--- config.mk ---
export PLATFORM = sky130hd
export DESIGN_NAME = gps_multich_dump_collector_flat
export DESIGN_NICKNAME = d
export VERILOG_FILES = /design/src/rtl/gps_multich_dump_collector_pkg.sv /design/src/rtl/gps_multich_dump_collector_if.sv /design/src/rtl/gps_sync_fifo.sv /design/src/rtl/gps_multich_dump_collector.sv /design/src/flat_wrapper.sv
export SDC_FILE = /design/constraint.sdc
export NUM_CORES = 2
export LEC_CHECK = 0
export CAP_MARGIN = 5
export CELL_PAD_IN_SITES_DETAIL_PLACEMENT = 0
export CELL_PAD_IN_SITES_GLOBAL_PLACEMENT = 1
export CORE_AREA = 8 8 517 367
export DETAILED_ROUTE_END_ITERATION = 10
export DIE_AREA = 0 0 525 375
export GPL_ROUTABILITY_DRIVEN = 1
export GPL_TIMING_DRIVEN = 0
export PLACE_DENSITY_LB_ADDON = 0.1
export SLEW_MARGIN = 25
export SYNTH_ARGS = -nofsm -noshare
export SYNTH_HDL_FRONTEND = slang
export SYNTH_SLANG_ARGS = --single-unit
--- constraint.sdc ---
create_clock -name clk -period 23.1 [get_ports clk]
set_clock_uncertainty 0.05 [all_clocks]
set_input_delay 2.31 -clock clk [delete_from_list [all_inputs] [get_ports clk]]
set_output_delay 2.31 -clock clk [all_outputs]
set_load 0.05 [all_outputs]
--- src/rtl/gps_multich_dump_collector_pkg.sv ---
// Shared types and helpers for the multi-channel dump collector.
// GPS_DUMP_TSTAMP_EN adds a 32-bit capture timestamp to every record.
package gps_dump_pkg;

    localparam int ACC_W_DEF = 18;
    localparam int CH_W_DEF  = 4;
    localparam int NACC      = 6;
    localparam int EPOCH_W   = 16;

`ifdef GPS_DUMP_TSTAMP_EN
    localparam int TSTAMP_W   = 32;
    localparam int TS_FIELD_W = TSTAMP_W;
`else
    localparam int TS_FIELD_W = 0;
`endif

    // Record layout from the LSB up: [tstamp], epoch, acc, ch.
    function automatic int rec_epoch_lsb();
        return TS_FIELD_W;
    endfunction

    function automatic int rec_acc_lsb();
        return TS_FIELD_W + EPOCH_W;
    endfunction

    function automatic int rec_ch_lsb(input int acc_w);
        return TS_FIELD_W + EPOCH_W + NACC * acc_w;
    endfunction

    typedef struct packed {
        logic [CH_W_DEF-1:0]         ch;
        logic [NACC*ACC_W_DEF-1:0]   acc;
        logic [EPOCH_W-1:0]          epoch;
`ifdef GPS_DUMP_TSTAMP_EN
        logic [TSTAMP_W-1:0]         tstamp;
`endif
    } gps_rec_t;

    // Returns {found, index} of the first pending channel at or above rr_ptr,
    // wrapping modulo nch. Iterating downward lets the lowest offset win.
    function automatic logic [4:0] rr_pick(input logic [15:0] pending,
                                           input logic [3:0]  rr_ptr,
                                           input int          nch);
        logic [4:0] pick;
        int         idx;
        logic [3:0] idx4;
        pick = '0;
        for (int i = 15; i >= 0; i--) begin
            idx = int'(rr_ptr) + i;
            if (idx >= nch) idx = idx - nch;
            idx4 = 4'(idx);
            if (i < nch && pending[idx4]) pick = {1'b1, idx4};
        end
        return pick;
    endfunction

endpackage

--- src/rtl/gps_multich_dump_collector_if.sv ---
// Record stream from the dump collector to the bus-side wrapper.
// GPS_DUMP_TSTAMP_EN adds rec_tstamp.
interface gps_dump_rec_if
    import gps_dump_pkg::*;
#(
    parameter int CH_W  = CH_W_DEF,
    parameter int ACC_W = ACC_W_DEF
);
    logic                    rec_valid;
    logic                    rec_ready;
    logic [CH_W-1:0]         rec_ch;
    logic [NACC*ACC_W-1:0]   rec_acc;
    logic [EPOCH_W-1:0]      rec_epoch;
`ifdef GPS_DUMP_TSTAMP_EN
    logic [31:0]             rec_tstamp;
`endif

    modport master (
        output rec_valid, rec_ch, rec_acc, rec_epoch,
`ifdef GPS_DUMP_TSTAMP_EN
        output rec_tstamp,
`endif
        input  rec_ready
    );

    modport slave (
        input  rec_valid, rec_ch, rec_acc, rec_epoch,
`ifdef GPS_DUMP_TSTAMP_EN
        input  rec_tstamp,
`endif
        output rec_ready
    );
endinterface

--- src/rtl/gps_sync_fifo.sv ---
// Synchronous FIFO with distributed-RAM storage, asynchronous head read and
// an occupancy output. DEPTH must be a power of two so pointers wrap freely.
module gps_sync_fifo #(
    parameter int WIDTH = 8,
    parameter int DEPTH = 16,
    localparam int AW = $clog2(DEPTH)
) (
    input  logic             clk,
    input  logic             rstn,
    input  logic             flush,
    input  logic             push,
    input  logic [WIDTH-1:0] wdata,
    input  logic             pop,
    output logic [WIDTH-1:0] rdata,
    output logic             valid,
    output logic [AW:0]      level
);
    localparam logic [AW:0] FULL_LVL = (AW+1)'(DEPTH);

    logic [WIDTH-1:0] mem [DEPTH];
    logic [AW-1:0]    wr_ptr;
    logic [AW-1:0]    rd_ptr;
    logic             do_push;
    logic             do_pop;

    assign valid   = (level != '0);
    assign do_push = push && (level < FULL_LVL);
    assign do_pop  = pop && valid;
    assign rdata   = mem[rd_ptr];

    always_ff @(posedge clk) begin
        if (do_push) mem[wr_ptr] <= wdata;
    end

    always_ff @(posedge clk or negedge rstn) begin
        if (!rstn) begin
            wr_ptr <= '0;
            rd_ptr <= '0;
            level  <= '0;
        end else if (flush) begin
            wr_ptr <= '0;
            rd_ptr <= '0;
            level  <= '0;
        end else begin
            if (do_push) wr_ptr <= wr_ptr + AW'(1);
            if (do_pop)  rd_ptr <= rd_ptr + AW'(1);
            case ({do_push, do_pop})
                2'b10:   level <= level + (AW+1)'(1);
                2'b01:   level <= level - (AW+1)'(1);
                default: level <= level;
            endcase
        end
    end
endmodule

--- src/rtl/gps_multich_dump_collector.sv ---
// Latches per-channel correlator dumps, round-robins them into a record FIFO.
// GPS_DUMP_TSTAMP_EN stores a free-running sample count with each record.
module gps_multich_dump_collector
    import gps_dump_pkg::*;
#(
    parameter int NCH   = 4,
    parameter int ACC_W = ACC_W_DEF,
    parameter int DEPTH = 16,
    parameter int CH_W  = CH_W_DEF
) (
    input  logic                      clk,
    input  logic                      rstn,
    input  logic                      flush,
    input  logic [NCH-1:0]            dump,
    input  logic [NCH*NACC*ACC_W-1:0] acc_in,
    input  logic [NCH*EPOCH_W-1:0]    epoch_in,
    gps_dump_rec_if.master            rec,
    output logic [$clog2(DEPTH):0]    fifo_level,
    output logic [NCH-1:0]            overrun,
    input  logic [NCH-1:0]            ovr_clr,
    output logic [15:0]               drop_count
);
    localparam int ACCS_W    = NACC * ACC_W;
    localparam int HOLD_W    = ACCS_W + EPOCH_W + TS_FIELD_W;
    localparam int REC_W     = CH_W + HOLD_W;
    localparam int LVL_W     = $clog2(DEPTH) + 1;
    localparam int CH_LSB    = rec_ch_lsb(ACC_W);
    localparam int ACC_LSB   = rec_acc_lsb();
    localparam int EPOCH_LSB = rec_epoch_lsb();

    logic [HOLD_W-1:0] hold     [NCH];
    logic [HOLD_W-1:0] cap_data [NCH];
    logic [NCH-1:0]    pending;
    logic [CH_W-1:0]   rr_ptr;
    logic [4:0]        pick;
    logic              grant_any;
    logic [CH_W-1:0]   grant_ch;
    logic [NCH-1:0]    grant;
    logic [NCH-1:0]    ovr_set;
    logic [4:0]        ovr_cnt;
    logic [16:0]       drop_sum;
    logic [REC_W-1:0]  fifo_wdata;
    logic [REC_W-1:0]  fifo_rdata;
    logic              pop;

`ifdef GPS_DUMP_TSTAMP_EN
    logic [31:0] tstamp_cnt;

    always_ff @(posedge clk or negedge rstn) begin
        if (!rstn) tstamp_cnt <= '0;
        else       tstamp_cnt <= tstamp_cnt + 32'd1;
    end

    always_comb begin
        for (int c = 0; c < NCH; c++)
            cap_data[c] = {acc_in[c*ACCS_W +: ACCS_W], epoch_in[c*EPOCH_W +: EPOCH_W], tstamp_cnt};
    end
`else
    always_comb begin
        for (int c = 0; c < NCH; c++)
            cap_data[c] = {acc_in[c*ACCS_W +: ACCS_W], epoch_in[c*EPOCH_W +: EPOCH_W]};
    end
`endif

    // Fullness is judged before any same-cycle pop; flush suppresses the grant.
    always_comb begin
        pick       = rr_pick(16'(pending), 4'(rr_ptr), NCH);
        grant_any  = pick[4] && (fifo_level < LVL_W'(DEPTH)) && !flush;
        grant_ch   = CH_W'(pick[3:0]);
        grant      = '0;
        fifo_wdata = '0;
        for (int c = 0; c < NCH; c++) begin
            grant[c] = grant_any && (pick[3:0] == 4'(c));
            if (grant[c]) fifo_wdata = {CH_W'(c), hold[c]};
        end
    end

    // A dump on the channel being granted replaces the hold after its old
    // contents are written, so it is not an overrun.
    always_comb begin
        ovr_set = dump & pending & ~grant & {NCH{~flush}};
        ovr_cnt = '0;
        for (int c = 0; c < NCH; c++) ovr_cnt = ovr_cnt + 5'(ovr_set[c]);
        drop_sum = {1'b0, drop_count} + 17'(ovr_cnt);
    end

    always_ff @(posedge clk or negedge rstn) begin
        if (!rstn) begin
            pending <= '0;
            for (int c = 0; c < NCH; c++) hold[c] <= '0;
        end else begin
            for (int c = 0; c < NCH; c++) begin
                if (flush) begin
                    pending[c] <= 1'b0;
                end else if (dump[c]) begin
                    hold[c]    <= cap_data[c];
                    pending[c] <= 1'b1;
                end else if (grant[c]) begin
                    pending[c] <= 1'b0;
                end
            end
        end
    end

    always_ff @(posedge clk or negedge rstn) begin
        if (!rstn) begin
            rr_ptr     <= '0;
            overrun    <= '0;
            drop_count <= '0;
        end else begin
            if (flush)
                rr_ptr <= '0;
            else if (grant_any)
                rr_ptr <= (grant_ch == CH_W'(NCH-1)) ? '0 : grant_ch + CH_W'(1);
            overrun    <= (overrun & ~ovr_clr) | ovr_set;
            drop_count <= drop_sum[16] ? 16'hFFFF : drop_sum[15:0];
        end
    end

    assign pop = rec.rec_valid && rec.rec_ready;

    gps_sync_fifo #(
        .WIDTH (REC_W),
        .DEPTH (DEPTH)
    ) u_fifo (
        .clk   (clk),
        .rstn  (rstn),
        .flush (flush),
        .push  (grant_any),
        .wdata (fifo_wdata),
        .pop   (pop),
        .rdata (fifo_rdata),
        .valid (rec.rec_valid),
        .level (fifo_level)
    );

    assign rec.rec_ch    = fifo_rdata[CH_LSB +: CH_W];
    assign rec.rec_acc   = fifo_rdata[ACC_LSB +: ACCS_W];
    assign rec.rec_epoch = fifo_rdata[EPOCH_LSB +: EPOCH_W];
`ifdef GPS_DUMP_TSTAMP_EN
    assign rec.rec_tstamp = fifo_rdata[31:0];
`endif
endmodule

--- src/flat_wrapper.sv ---
// flat-port wrapper written by rule: the top's interface ports become plain ports
module gps_multich_dump_collector_flat import gps_dump_pkg::*;
#(
    parameter int NCH   = 4,
    parameter int ACC_W = ACC_W_DEF,
    parameter int DEPTH = 16,
    parameter int CH_W  = CH_W_DEF
)
  (clk, rstn, flush, dump, acc_in, epoch_in, fifo_level, overrun, ovr_clr, drop_count, rec_rec_valid, rec_rec_ch, rec_rec_acc, rec_rec_epoch, rec_rec_ready);
  gps_dump_rec_if #(.CH_W(CH_W), .ACC_W(ACC_W)) rec_i ();
  input  logic clk;
  input  logic rstn;
  input  logic flush;
  input  logic [NCH-1:0] dump;
  input  logic [NCH*NACC*ACC_W-1:0] acc_in;
  input  logic [NCH*EPOCH_W-1:0] epoch_in;
  output logic [$clog2(DEPTH):0] fifo_level;
  output logic [NCH-1:0] overrun;
  input  logic [NCH-1:0] ovr_clr;
  output logic [15:0] drop_count;
  output wire logic [$bits(rec_i.rec_valid)-1:0] rec_rec_valid;
  output wire logic [$bits(rec_i.rec_ch)-1:0] rec_rec_ch;
  output wire logic [$bits(rec_i.rec_acc)-1:0] rec_rec_acc;
  output wire logic [$bits(rec_i.rec_epoch)-1:0] rec_rec_epoch;
  input wire logic [$bits(rec_i.rec_ready)-1:0] rec_rec_ready;
  assign rec_rec_valid = rec_i.rec_valid;
  assign rec_rec_ch = rec_i.rec_ch;
  assign rec_rec_acc = rec_i.rec_acc;
  assign rec_rec_epoch = rec_i.rec_epoch;
  assign rec_i.rec_ready = rec_rec_ready;
  gps_multich_dump_collector #(.NCH(NCH), .ACC_W(ACC_W), .DEPTH(DEPTH), .CH_W(CH_W)) u_core (.clk(clk), .rstn(rstn), .flush(flush), .dump(dump), .acc_in(acc_in), .epoch_in(epoch_in), .rec(rec_i), .fifo_level(fifo_level), .overrun(overrun), .ovr_clr(ovr_clr), .drop_count(drop_count));
endmodule
# Word-level counts from Yosys, hierarchy flattened
# Memory sizes are Yosys's and may differ from the RTL's.
# Cells that the tools add are included.
classes:
  n_eq_ne: 5
  reduce_logical: 24
  n_lt_le_gt_ge: 9
  bitwise: 8
  add_sub_neg: 16
  muxes: 44
op_table:
  columns: ["operator", "n"]
  rows:
  - ["$mux 126", 2]
  - ["$mux 125", 1]
  - ["$mux 124", 1]
  - ["$mux 4", 11]
  - ["$mux 5", 5]
  - ["$lt 4x5->1 const B", 4]
  - ["$mux 1", 18]
  - ["$add 16x5->17", 1]
  - ["$and 4x4->4", 4]
  - ["$bmux 1 s4", 4]
  - ["$mux 16", 1]
  - ["$ge 5x3->1 const B", 3]
  - ["$reduce_bool 3->1", 5]
  - ["$add 4x1->4 const B", 3]
  - ["$sub 4x4->4 const B", 3]
  - ["$add 4x2->5 const B", 2]
  - ["$add 5x1->5", 2]
  - ["$pmux 5 s2", 1]
  - ["$logic_and 1x1->1", 9]
  - ["$eq 4x2->1 const B", 2]
  - ["$not 4->4", 2]
  - ["$reduce_and 2->1", 4]
  - ["$reduce_bool 2->1", 3]
  - ["$add 4x1->5 const B", 1]
  - ["14 further kinds", 14]
totals:
  mem_bits_rw: 2016
  in_bits: 508
  reg_bits: 537
  word_cells: 121
  n_memories: 1
mem_list:
  columns: ["memory", "words", "word_bits", "rd", "rd_clocked_by_memory_dff", "write_ports", "line_no", "rtl"]
  rows:
  - ["u_core.u_fifo.mem", 16, 126, 1, 0, 1, "gps_sync_fifo.sv:20", "logic [WIDTH-1:0] mem [DEPTH];"]

# Logic depth before layout (Yosys ltp)
depth:
  depth_word: 20
  mapped_depth: 32
  mapped_depth_nobuf: 28

# By module
# From an unflattened synthesis, not the netlist that was laid out.
unflattened:
  cells_unflattened: 5216
  area_unflattened_um2: 100935.6
by_module_without_submodules:
  columns: ["module", "area_each_um2", "n_inst", "cells_each"]
  rows:
  - ["gps_sync_fifo", 77217.8, 1, 3228]
  - ["gps_multich_dump_collector", 23717.7, 1, 1988]

# Worst setup path before layout
# No wires, ideal clock.
synth_path:
  path_kind: "input to register"
  startpoint: "input port flush"
  endpoint: "memory u_core.u_fifo.mem[12][0] (netlist name), enable pin"
  arrival_time_ns: 11.537
  slack_ns: 10.746
  setup_ns: 0.767
  n_path_buf: 2
  cell_stages: 4
  cell_sequence: "clkbuf_1 a211o_2 buf_2 nor3_1"
synth_via:
  elab_chain_cells: 5
synth_rtl:
  columns: ["item", "line_no", "rtl"]
  rows:
  - ["from (decl)", "flat_wrapper.sv:13", "input logic flush;"]
  - ["$logic_not 1->1", "gps_multich_dump_collector.sv:68", "grant_any = pick[4] && (fifo_level < LVL_W'(DEPTH)) && !flush;"]
  - ["$logic_and 1x1->1", "gps_multich_dump_collector.sv:68", null]
  - ["$logic_and 1x1->1", "gps_sync_fifo.sv:27", "assign do_push = push && (level < FULL_LVL);"]
  - ["$mux 1", "gps_sync_fifo.sv:32", "if (do_push) mem[wr_ptr] <= wdata;"]
  - ["$mux 1 (implied by the code)", "gps_sync_fifo.sv:32", null]
  - ["to (decl)", "gps_sync_fifo.sv:20", null]
# No other way between the ends.

# Final worst setup path
layout_path:
  startpoint: "register u_core.rr_ptr[1]"
  endpoint: "register u_core.drop_count[7]"
layout_via:
  elab_chain_cells: 20
layout_rtl:
  columns: ["item", "line_no", "rtl"]
  rows:
  - ["from (decl)", "gps_multich_dump_collector.sv:34", "logic [CH_W-1:0] rr_ptr;"]
  - ["from (signal assigned)", "gps_multich_dump_collector.sv:114", "rr_ptr <= (grant_ch == CH_W'(NCH-1)) ? '0 : grant_ch + CH_W'(1);"]
  - ["$add 4x2->5", "gps_multich_dump_collector_pkg.sv:49", "idx = int'(rr_ptr) + i;"]
  - ["$sub 4x4->4 or $ge 5x3->1 (tied branches)", "gps_multich_dump_collector_pkg.sv:50", "if (idx >= nch) idx = idx - nch;"]
  - ["$mux 4", "gps_multich_dump_collector_pkg.sv:50", null]
  - ["$bmux 1 s4", "gps_multich_dump_collector_pkg.sv:52", "if (i < nch && pending[idx4]) pick = {1'b1, idx4};"]
  - ["$mux 1 (implied by the code)", "gps_multich_dump_collector_pkg.sv:52", null]
  - ["$mux 5 (3 in series)", "gps_multich_dump_collector_pkg.sv:52", null]
  - ["$mux 5 *", "gps_multich_dump_collector_pkg.sv:52", null]
  - ["branches (longest 3 deep; another with $eq 4x1->1)", null, null]
  - ["$not 4->4 *", "gps_multich_dump_collector.sv:81", "ovr_set = dump & pending & ~grant & {NCH{~flush}};"]
  - ["$and 4x4->4 * (2 in series)", "gps_multich_dump_collector.sv:81", null]
  - ["$add 1x1->2", "gps_multich_dump_collector.sv:83", "for (int c = 0; c < NCH; c++) ovr_cnt = ovr_cnt + 5'(ovr_set[c]);"]
  - ["$add 5x1->5", "gps_multich_dump_collector.sv:83", null]
  - ["$add 5x1->5 *", "gps_multich_dump_collector.sv:83", null]
  - ["$add 16x5->17 *", "gps_multich_dump_collector.sv:84", "drop_sum = {1'b0, drop_count} + 17'(ovr_cnt);"]
  - ["$mux 16 *", "gps_multich_dump_collector.sv:116", "drop_count <= drop_sum[16] ? 16'hFFFF : drop_sum[15:0];"]
  - ["to (signal assigned)", "gps_multich_dump_collector.sv:116", null]
  - ["to (decl)", "gps_multich_dump_collector.sv:21", "output logic [15:0] drop_count"]
# Every way passes the cells marked *. The select of a mux whose other input is x is not followed.
# A chain may end at the register's enable or synchronous reset.

==> run summary <==
CORE AREA = 181100 um^2
CP endpoint kind = register
initial antenna violation count = 44
Slew HR = 0.2607
Area Growth Syn to Fin = 20.70%
vias in the first global route = 56303
max cap viols = 0
Worst path slowest cell = clkbuf_1
max incr delay on CP = 770 ps
top-area cell type share of the netlist area = 0.5995
fin util = 0.6730
Fmax = 119.8 MHz
post-route setup slack = 14750 ps
Cell Pwr Density = 142.8 nW/um^2
Std-Cell Rows = 131
Global Route Usage Sum = 0.2892
WS Path Type = register to register
vias post-DR = 54955
Final setup viols = 0
Clock Sinks = 2553
fraction of final layout cells sized beyond drive strength 1 = 0.3089
Post-DRT Antenna Nets = 0
Mapped Cells = 5028
CP arrival = 9070 ps
initial DRC count = 6706
Mapped Area = 101000 um^2
Slew Viols, Final = 0
Placer Congestion = 0.8492
full die area = 196900 um^2
starting density of the core = 0.5576
DP Worst Slack = 14770 ps
number of gates resized after cts = 0
EDFF count, synth = 2016
final hold vios = 0
Clock Path Buffers = 3
Hold WC Path Type = register to register
Root Driver = clkbuf_16
Sw Share = 0.3778
Pint = 10.83 mW
Remaining Overflow, GRT = 0
largest net degree at the start of global routing = 84
critical path launch point type = register
Worst Path Buf+Inv = 10
outcome = complete, no violations
IO Count = 662
CTS HTree Levels = 4
CTS Hold Bufs = 0
leakage power = 40.68 nW
period utilization = 0.3613
CTS clock-pin slew for the worst setup and hold paths = 70 ps
FFs w/ async S/R, synth = 0.2103
Worst-Skew Late Latency = 850 ps
Placed Area = 113900 um^2
post-synth top area cell = edfxtp_1
top cells by area, synth = edfxtp_1 (60%), mux4_2 (14%), dfrtp_1 (13%)
RSZ-0062 raised after global routing = false
final instance area = 121900 um^2
drt total wl = 286900 um
Sw Pwr = 6.574 mW
CTS tree = done
register area share after synthesis = 0.7325
Worst path top cell family by delay = buffers and inverters
sequential fraction of design power = 0.379
Slew @ Worst Pin = 1109 ps
Worst Path Max Fanout = 10
top_reg_cell synth = edfxtp_1
Final #Nets = 6679
Netlist cell types = 65
Post-CTS Setup Repair Bufs = 0
Synth Register Bits = 2553
Chip Width = 525 um
Die H = 375 um
first-pass GRT wire length = 411200 um
first-pass detailed-route iteration total = 5
Clock Power Share = 0.223
Final min period = 8346 ps
Port Buffers = 659
Logic pwr share = 0.398
routed len/inst = 32.74 um
Required @ worst endpoint = 23820 ps
TritonCTS Buffers = 230
Peak supply drop = 88.57 uV
DRC = 0
DR vias/cell = 6.271
Detail Placement HPWL = 199400 um
Warnings, synthesis = 0
Avg Cell Area, Syn = 20.08 um^2
## power groups by stage
stage	combinational, mW	clock, mW	sequential [mW]
after CTS	6.82	3.91	6.61
after floorplan	3.97	0	6.68
after global routing	7.33	4.09	6.63
after detailed placement	6.80	0	6.70
after global placement	6.48	0	6.76
final	6.93	3.87	6.59
## registers in the layout (all words and copies together) (netlist names)
name and flops:
u_core.drop_count 16, u_core.hold 496, u_core.overrun 4, u_core.pending 4, u_core.rr_ptr 4, u_core.u_fifo.level 5
u_core.u_fifo.mem 2016, u_core.u_fifo.rd_ptr 4, u_core.u_fifo.wr_ptr 4
## area by class of cell
class | count | area [um^2]
sequential | 2553 | 73980
fill | 11795 | 59230
timing repair buffer | 878 | 9632
antenna | 25 | 62.56
clock inverter | 136 | 1341
clock buffer | 302 | 6274
inverter | 27 | 101.3
multi-input combinational | 2131 | 26130
tap | 2394 | 2995
buffer | 318 | 1373
## layout by cell type (no fill, tap or decap), drive strengths merged, types with 2 or more instances in the layout
master and n:
edfxtp 2016, clkdlybuf4s50 658, mux4 631, clkbuf 545
dfrtp 537, mux2 500, nand2 409, buf 295
o211ai 253, a21oi 142, clkinv 93, inv 36
ha 29, nor2 29, diode 25, bufinv 21
xnor2 15, clkinvlp 13, nor3 13, and3 10
xor2 9, a21o 8, nand3 8, o21ai 7
nor2b 7, mux2i 5, a311oi 5, and2 5
a31oi 4, nand2b 3, a211oi 3, fa 3
a22oi 2, o21a 2, or2 2, nand4 2
a41oi 2, nor3b 2, conb 2, a2bb2oi 2
## metrics by stage
step	power, mW	cells	hold WS, ps	setup TNS (ps)
after global routing	18.04	8750	455.6	0
after global placement	13.24	8082	417.5	-4458940
after floorplan	10.65	5029	430.6	0
after detailed placement	13.50	8299	419.8	0
final	17.40	8764	436.3	0
after CTS	17.34	8737	436.6	0
## kinds of logic after synthesis
kind of cell / share of synthesized area
flip-flops: 0.7325
multiplexers: 0.1970
AND/OR/NAND/NOR: 0.01997
AO/OA/AOI/OAI: 0.03007
buffers and inverters: 0.01401
adder cells (fa/ha/maj): 0.004188
XOR/XNOR: 0.002156
other: 0.00003713
## final timing paths
check                                              from                              to  slack, ps  cells after the start
max                        u_core.rr_ptr[1]$_DFFE_PN0P_  u_core.drop_count[7]$_DFF_PN0_      14750                     33
max reg2reg                u_core.rr_ptr[1]$_DFFE_PN0P_  u_core.drop_count[7]$_DFF_PN0_      14750                     33
min in group asynchronous                          rstn     u_core.hold[12]$_DFFE_PN0P_       1240                      1
min reg2reg                 u_core.overrun[1]$_DFF_PN0_     u_core.overrun[1]$_DFF_PN0_        440                      1
min                         u_core.overrun[1]$_DFF_PN0_     u_core.overrun[1]$_DFF_PN0_        440                      1
max in group asynchronous                          rstn    u_core.hold[313]$_DFFE_PN0P_      19790                      5
## synthesized netlist by cell type (6+ instances only)
library cell / n
edfxtp_1: 2016
mux4_2: 631
dfrtp_1: 537
mux2_2: 499
nand2_1: 408
o211ai_1: 251
clkbuf_1: 239
a21oi_1: 140
buf_2: 60
ha_1: 29
nor2_1: 28
inv_1: 24
xnor2_1: 14
buf_1: 11
and3_1: 10
nor3_1: 9
xor2_1: 9
a21o_1: 8
nand3_1: 8
o21ai_0: 7
nor2b_1: 6
## layer usage
metal  global-route usage  routed length, um  up-vias
li1                     -                  -    22652
met1               0.4178             116400    29165
met2               0.4494             134400     2771
met3              0.07525              29520      355
met4              0.06676               6530       12
met5                    0                 82        -
(Power assumes the default switching activity.)
